==> config.mk <==
export PLATFORM = sky130hd
export DESIGN_NAME = pi_math_seq
export DESIGN_NICKNAME = d
export VERILOG_FILES = /design/src/rtl/pi_math_pkg.sv /design/src/rtl/pi_math_seq.sv
export SDC_FILE = /design/constraint.sdc
export NUM_CORES = 1
export LEC_CHECK = 0
export BUFFER_PORTS_ARGS = -buffer_cell sky130_fd_sc_hd__buf_4
export CAP_MARGIN = 10
export CORE_MARGIN = 4
export CORE_UTILIZATION = 41
export CTS_CLUSTER_SIZE = 25
export DETAILED_ROUTE_END_ITERATION = 10
export HOLD_SLACK_MARGIN = 0.06
export PLACE_DENSITY_LB_ADDON = 0.15
export SYNTH_ARGS = -nofsm -noshare
export SYNTH_HDL_FRONTEND = slang
export SYNTH_SLANG_ARGS = --single-unit
==> constraint.sdc <==
create_clock -name clk -period 2.49 [get_ports clk]
set_clock_uncertainty 0.2 [all_clocks]
set_input_delay 0.3735 -clock clk [delete_from_list [all_inputs] [get_ports clk]]
set_output_delay 0.3735 -clock clk [all_outputs]
set_load 0.005 [all_outputs]
==> src/rtl/pi_math_pkg.sv <==
// Shared types and constants for the PI math sequencer: FSM states,
// ALU operand select encodings and the 12-bit signed saturation limits.
package pi_math_pkg;

   typedef enum logic [2:0] {
      IDLE  = 3'd0,
      ERR   = 3'd1,
      INTG  = 3'd2,
      ICOMP = 3'd3,
      PCOMP = 3'd4,
      ACC1  = 3'd5,
      ACC2  = 3'd6,
      DONE  = 3'd7
   } state_t;

   localparam logic [2:0] SRC1_ACCUM     = 3'd0;
   localparam logic [2:0] SRC1_ITERM     = 3'd1;
   localparam logic [2:0] SRC1_ERROR     = 3'd2;
   localparam logic [2:0] SRC1_ERR_DIV16 = 3'd3;
   localparam logic [2:0] SRC1_FWD       = 3'd4;

   localparam logic [2:0] SRC0_A2D    = 3'd0;
   localparam logic [2:0] SRC0_INTGRL = 3'd1;
   localparam logic [2:0] SRC0_ICOMP  = 3'd2;
   localparam logic [2:0] SRC0_PCOMP  = 3'd3;
   localparam logic [2:0] SRC0_PTERM  = 3'd4;

   localparam logic [15:0] SAT_POS = 16'h07FF;
   localparam logic [15:0] SAT_NEG = 16'hF800;

endpackage

==> src/rtl/pi_math_seq.sv <==
// Control-side sequencer for the PI datapath ALU: steps the op sequence once
// per conversion and captures the ALU result into the working registers.
module pi_math_seq
   import pi_math_pkg::*;
#(
   parameter int MULT_WAIT = 2
) (
   input  logic        clk,
   input  logic        rst,
   input  logic        strt,
   input  logic        int_en,
   input  logic [11:0] A2D_res,
   input  logic [11:0] Fwd,
   input  logic [13:0] Pterm,
   input  logic [11:0] Iterm,
   input  logic [15:0] dst,
   output logic [2:0]  src0sel,
   output logic [2:0]  src1sel,
   output logic        multiply,
   output logic        sub,
   output logic        mult2,
   output logic        mult4,
   output logic        saturate,
   output logic [15:0] Accum,
   output logic [15:0] Pcomp,
   output logic [11:0] Icomp,
   output logic [11:0] Error,
   output logic [11:0] Intgrl,
   output logic        busy,
   output logic        done
);

   localparam logic [1:0] WAIT_LAST = 2'(MULT_WAIT - 1);

   state_t     state, state_nxt;
   logic [1:0] wait_cnt;
   logic       wait_last;
   logic       int_en_q;

   // Operands reach the ALU directly from the parent; only the port list is shared.
   logic unused_operands;
   assign unused_operands = ^{A2D_res, Fwd, Pterm, Iterm};

   assign wait_last = (wait_cnt == WAIT_LAST);

   always_ff @(posedge clk or posedge rst) begin
      if (rst) state <= IDLE;
      else     state <= state_nxt;
   end

   always_comb begin
      state_nxt = state;
      src1sel   = SRC1_ACCUM;
      src0sel   = SRC0_A2D;
      multiply  = 1'b0;
      sub       = 1'b0;
      mult2     = 1'b0;
      mult4     = 1'b0;
      saturate  = 1'b0;
      busy      = 1'b1;
      done      = 1'b0;
      case (state)
         IDLE: begin
            busy = 1'b0;
            if (strt) state_nxt = ERR;
         end
         ERR: begin
            src1sel   = SRC1_FWD;
            src0sel   = SRC0_A2D;
            sub       = 1'b1;
            saturate  = 1'b1;
            state_nxt = INTG;
         end
         INTG: begin
            src1sel   = SRC1_ERR_DIV16;
            src0sel   = SRC0_INTGRL;
            saturate  = 1'b1;
            state_nxt = ICOMP;
         end
         ICOMP: begin
            src1sel  = SRC1_ITERM;
            src0sel  = SRC0_INTGRL;
            multiply = 1'b1;
            if (wait_last) state_nxt = PCOMP;
         end
         PCOMP: begin
            src1sel  = SRC1_ERROR;
            src0sel  = SRC0_PTERM;
            multiply = 1'b1;
            if (wait_last) state_nxt = ACC1;
         end
         ACC1: begin
            src1sel   = SRC1_FWD;
            src0sel   = SRC0_PCOMP;
            sub       = 1'b1;
            saturate  = 1'b1;
            state_nxt = ACC2;
         end
         ACC2: begin
            src1sel   = SRC1_ACCUM;
            src0sel   = SRC0_ICOMP;
            sub       = 1'b1;
            saturate  = 1'b1;
            state_nxt = DONE;
         end
         DONE: begin
            done      = 1'b1;
            state_nxt = IDLE;
         end
         default: state_nxt = IDLE;
      endcase
   end

   // Multiply results settle over a multicycle path; capture only on the last wait cycle.
   always_ff @(posedge clk or posedge rst) begin
      if (rst) begin
         wait_cnt <= '0;
         int_en_q <= 1'b0;
         Error    <= '0;
         Intgrl   <= '0;
         Icomp    <= '0;
         Pcomp    <= '0;
         Accum    <= '0;
      end else begin
         wait_cnt <= (state_nxt != state) ? 2'd0 : wait_cnt + 2'd1;
         if (state == IDLE && strt) int_en_q <= int_en;
         case (state)
            ERR:   Error <= dst[11:0];
            INTG:  if (int_en_q) Intgrl <= dst[11:0];
            ICOMP: if (wait_last) Icomp <= dst[11:0];
            PCOMP: if (wait_last) Pcomp <= dst;
            ACC1,
            ACC2:  Accum <= dst;
            default: ;
         endcase
      end
   end

endmodule

==> summary.md <==
| Metric | Value |
|---|---|
| Setup crit start | state[2] |
| Switching part of the total | 30.24% |
| Vias in the first global route | 2,001 |
| Setup TNS | 0 ns |
| Total internal power | 0.003598 W |
| Gate Count Post-Synth | 197 |
| FP Rows | 30 |
| Hold Path Class | in -> reg |
| P_leak | 1.952 nW |
| Drt initial violations | 39 |
| PostCTS Resize Cnt | 0 |
| Cell variety after synth | 30 |
| Worst stage delay on the critical path | 0.62 ns |
| Drt via density | 4.794 |
| First-pass GRT wire length | 10,490 um |
| Final Hold Fails | 0 |
| Post-Route WL | 6549 um |
| RePlAce Congestion | 0.7199 |
| Finished Layout Cells | 412 |
| Mean routed wirelength per cell | 15.90 um |
| Drc violations | 0 |
| Setup-violating endpoint count in the final report | 0 |
| Critical path class | reg -> out |
| Htree depth | 3 |
| HP Start | dst[7] |
| Post-CTS Setup Repair Bufs | 0 |
| Cell Area, Synth | 2967 um2 |
| I/O pin cnt | 151 |
| Fin nets | 383 |
| TritonCTS clock tree | yes |
| Congestion Overflow GR | 0 |
| Worst-skew pair later-pin latency | 0.34 ns |
| Clk pin slew, worst setup/hold paths | 0.08 ns |
| Die Span X | 93.06 um |
| Pwr per Cell Area | 1265 nW/um2 |
| Worst path slowest cell | dfrtp_1 |
| Detail Route Antenna Nets | 0 |
| Post-synthesis sequential area ratio | 62.42% |
| Initial Utilization | 42.95% |
| N_diodes | 0 |
| Average cell area after synthesis | 15.06 um2 |
| Largest net degree at the start of global routing | 75 |
| Core footprint | 6907 um2 |
| Layout cells sized above 1 | 59.18% |
| Fillers | 606 |
| Max-Cap Viols | 0 |
| Critical path peak fanout | 14 |
| Pins Over Slew Limit | 0 |
| Worst EP arrival | 1.51 ns |
| # placed instances | 391 |
| WP data required | 1.92 ns |
| Hold_ws | 0.08551 ns |
| Synth warn | 0 |
| F_max | 479.4 MHz |
| Longest Clk Path Bufs | 2 |
| Yosys reg bits | 74 |
| Minimum clock period | 2.086 ns |
| Power share of the sequential group | 40.9% |
| Clock power share | 15.5% |
| Status | finished clean |
| Number of hold buffers added after CTS | 6 |
| Area Overhead vs Synth | 37.45% |
| # port buffers | 98 |
| Die Y | 93.06 um |
| Reg2reg start | state[2] |
| Global Route Usage Sum | 15.75% |
| CTS sink cnt | 74 |
| Via count | 1,975 |
| Dpl hpwl | 4462 um |
| Final period utilization | 83.77% |
| Crit start category | register |
| Share of total power in combinational logic | 43.6% |
| Worst Setup End Kind | primary output |
| VDD IR max | 0.5687 mV |
| Net Switching | 0.001560 W |
| Clk Tree Root Cell | clkbuf_8 |
| TritonCTS Buffers | 9 |
| Pre-antenna DRT Iters | 4 |
| RSZ-0062 raised after global routing | no |
| Die Area | 8660 um2 |
| Crit-path cells | nand2b_1, o22ai_1, buf_4 |
| Antenna violations before repair | 0 |
==> power groups by stage <==
stage	combinational [W]	sequential, W	clock (W)
after floorplan	0.00103	0.00213	0
after global placement	0.00226	0.00211	0
after detailed placement	0.00229	0.00213	0
after CTS	0.00230	0.00211	0.000838
after global routing	0.00246	0.00219	0.000887
final	0.00225	0.00211	0.000802
==> state kept, by name (all words and copies together) (netlist names) <==
register,cells
Accum,16
Pcomp,16
Error,12
Icomp,12
Intgrl,12
state,3
wait_cnt,2
int_en_q,1
==> worst max-delay path: cells and delay by family (launching register included) <==
family	cells	cell delay [ns]
DFF	1	0.62
and+or+nand+nor	1	0.22
AOI/OAI and AO/OA	1	0.19
buffers and inverters	1	0.14
==> worst paths after layout <==
kind / cells past startpoint / slack, ns / to
max in group asynchronous: 4 / 1.28 / wait_cnt[0]
worst max-delay path: 3 / 0.40 / multiply
worst min-delay path: 2 / 0.09 / Intgrl[7]
worst min register to register: 1 / 0.24 / wait_cnt[0]
min in group asynchronous: 4 / 0.48 / Accum[12]
worst max register to register: 5 / 0.54 / Intgrl[10]
==> synth_stat cells <==
cell type	n	area (um2)
nor2_1	9	33.78
buf_6	1	11.26
nand3_1	1	5.000
ha_1	1	12.51
mux2_4	9	135.1
conb_1	1	3.750
nor3_1	2	10.01
a22oi_1	1	7.510
inv_1	6	22.52
buf_4	5	37.54
o21bai_1	1	7.510
nor3_4	1	16.27
a21o_1	1	7.510
a21oi_1	2	10.01
dfrtp_1	74	1852
xor2_1	1	8.760
mux2_1	10	112.6
nor4b_1	1	8.760
and3_1	1	6.260
nand2b_1	2	12.51
mux2_2	50	563.0
nand2_2	1	6.260
o22ai_1	2	12.51
nand2_1	5	18.77
clkbuf_1	3	11.26
nor4_1	1	6.260
inv_2	1	3.750
buf_2	2	10.01
and2_1	1	6.260
a211oi_1	1	7.510
==> metal layers <==
layer | up-vias | GRT usage (%) | share of wire [%]
met5 | - | 0 | 0
met4 | 0 | 5.861 | 1.2
met3 | 8 | 4.907 | 7.2
met2 | 69 | 24.90 | 48
met1 | 985 | 20.35 | 44
li1 | 913 | - | -
==> cell type report <==
cell class | count | area [um2] | share of cell area [%]
flip-flops and latches | 74 | 1852 | 45.41
clock buffers | 10 | 137.6 | 3.375
clock inverters | 5 | 31.28 | 0.7671
well taps | 96 | 120.1 | 2.946
repair buffers | 114 | 883.3 | 21.66
multi-input cells | 106 | 1027 | 25.19
inverters | 7 | 26.28 | 0.6444
==> cells by family after synthesis <==
kind of cell / count (synthesis) / synth area share [%]
fa+ha+maj: 1 / 0.4217
compound gates: 8 / 1.772
buf+inv: 18 / 3.247
other cells: 1 / 0.1264
mux: 69 / 27.33
simple gates: 25 / 4.387
xor+xnor: 1 / 0.2953
flops: 74 / 62.42
==> placed cells by master, fill, tap and decap left out, drive strengths merged <==
cell	n
xor2	1
nor3	3
and3	1
a21oi	2
inv	7
nor4	1
dlygate4sd3	6
clkinv	4
buf	108
conb	2
ha	1
o22ai	2
o21bai	1
nand2b	2
mux2	69
nand3	1
a211oi	1
and2	1
nor2	9
a22oi	1
clkinvlp	1
a21o	1
dfrtp	74
nand2	6
clkbuf	10
nor4b	1
==> stage by stage <==
step | power, W | setup WS, ns | cell area [um2] | utilization, %
5_1_grt | 0.005537 | 0.2761 | 4078 | 59.04
2_1_floorplan | 0.003156 | 0.03488 | 2970 | -
3_3_place_gp | 0.004373 | 0.5607 | 3849 | 55.72
4_1_cts | 0.005248 | 0.3695 | 4078 | 59.04
3_5_place_dp | 0.004415 | 0.5406 | 3849 | 55.72
6_report | 0.005158 | 0.4040 | 4078 | 59.04
(Power assumes the default switching activity.)
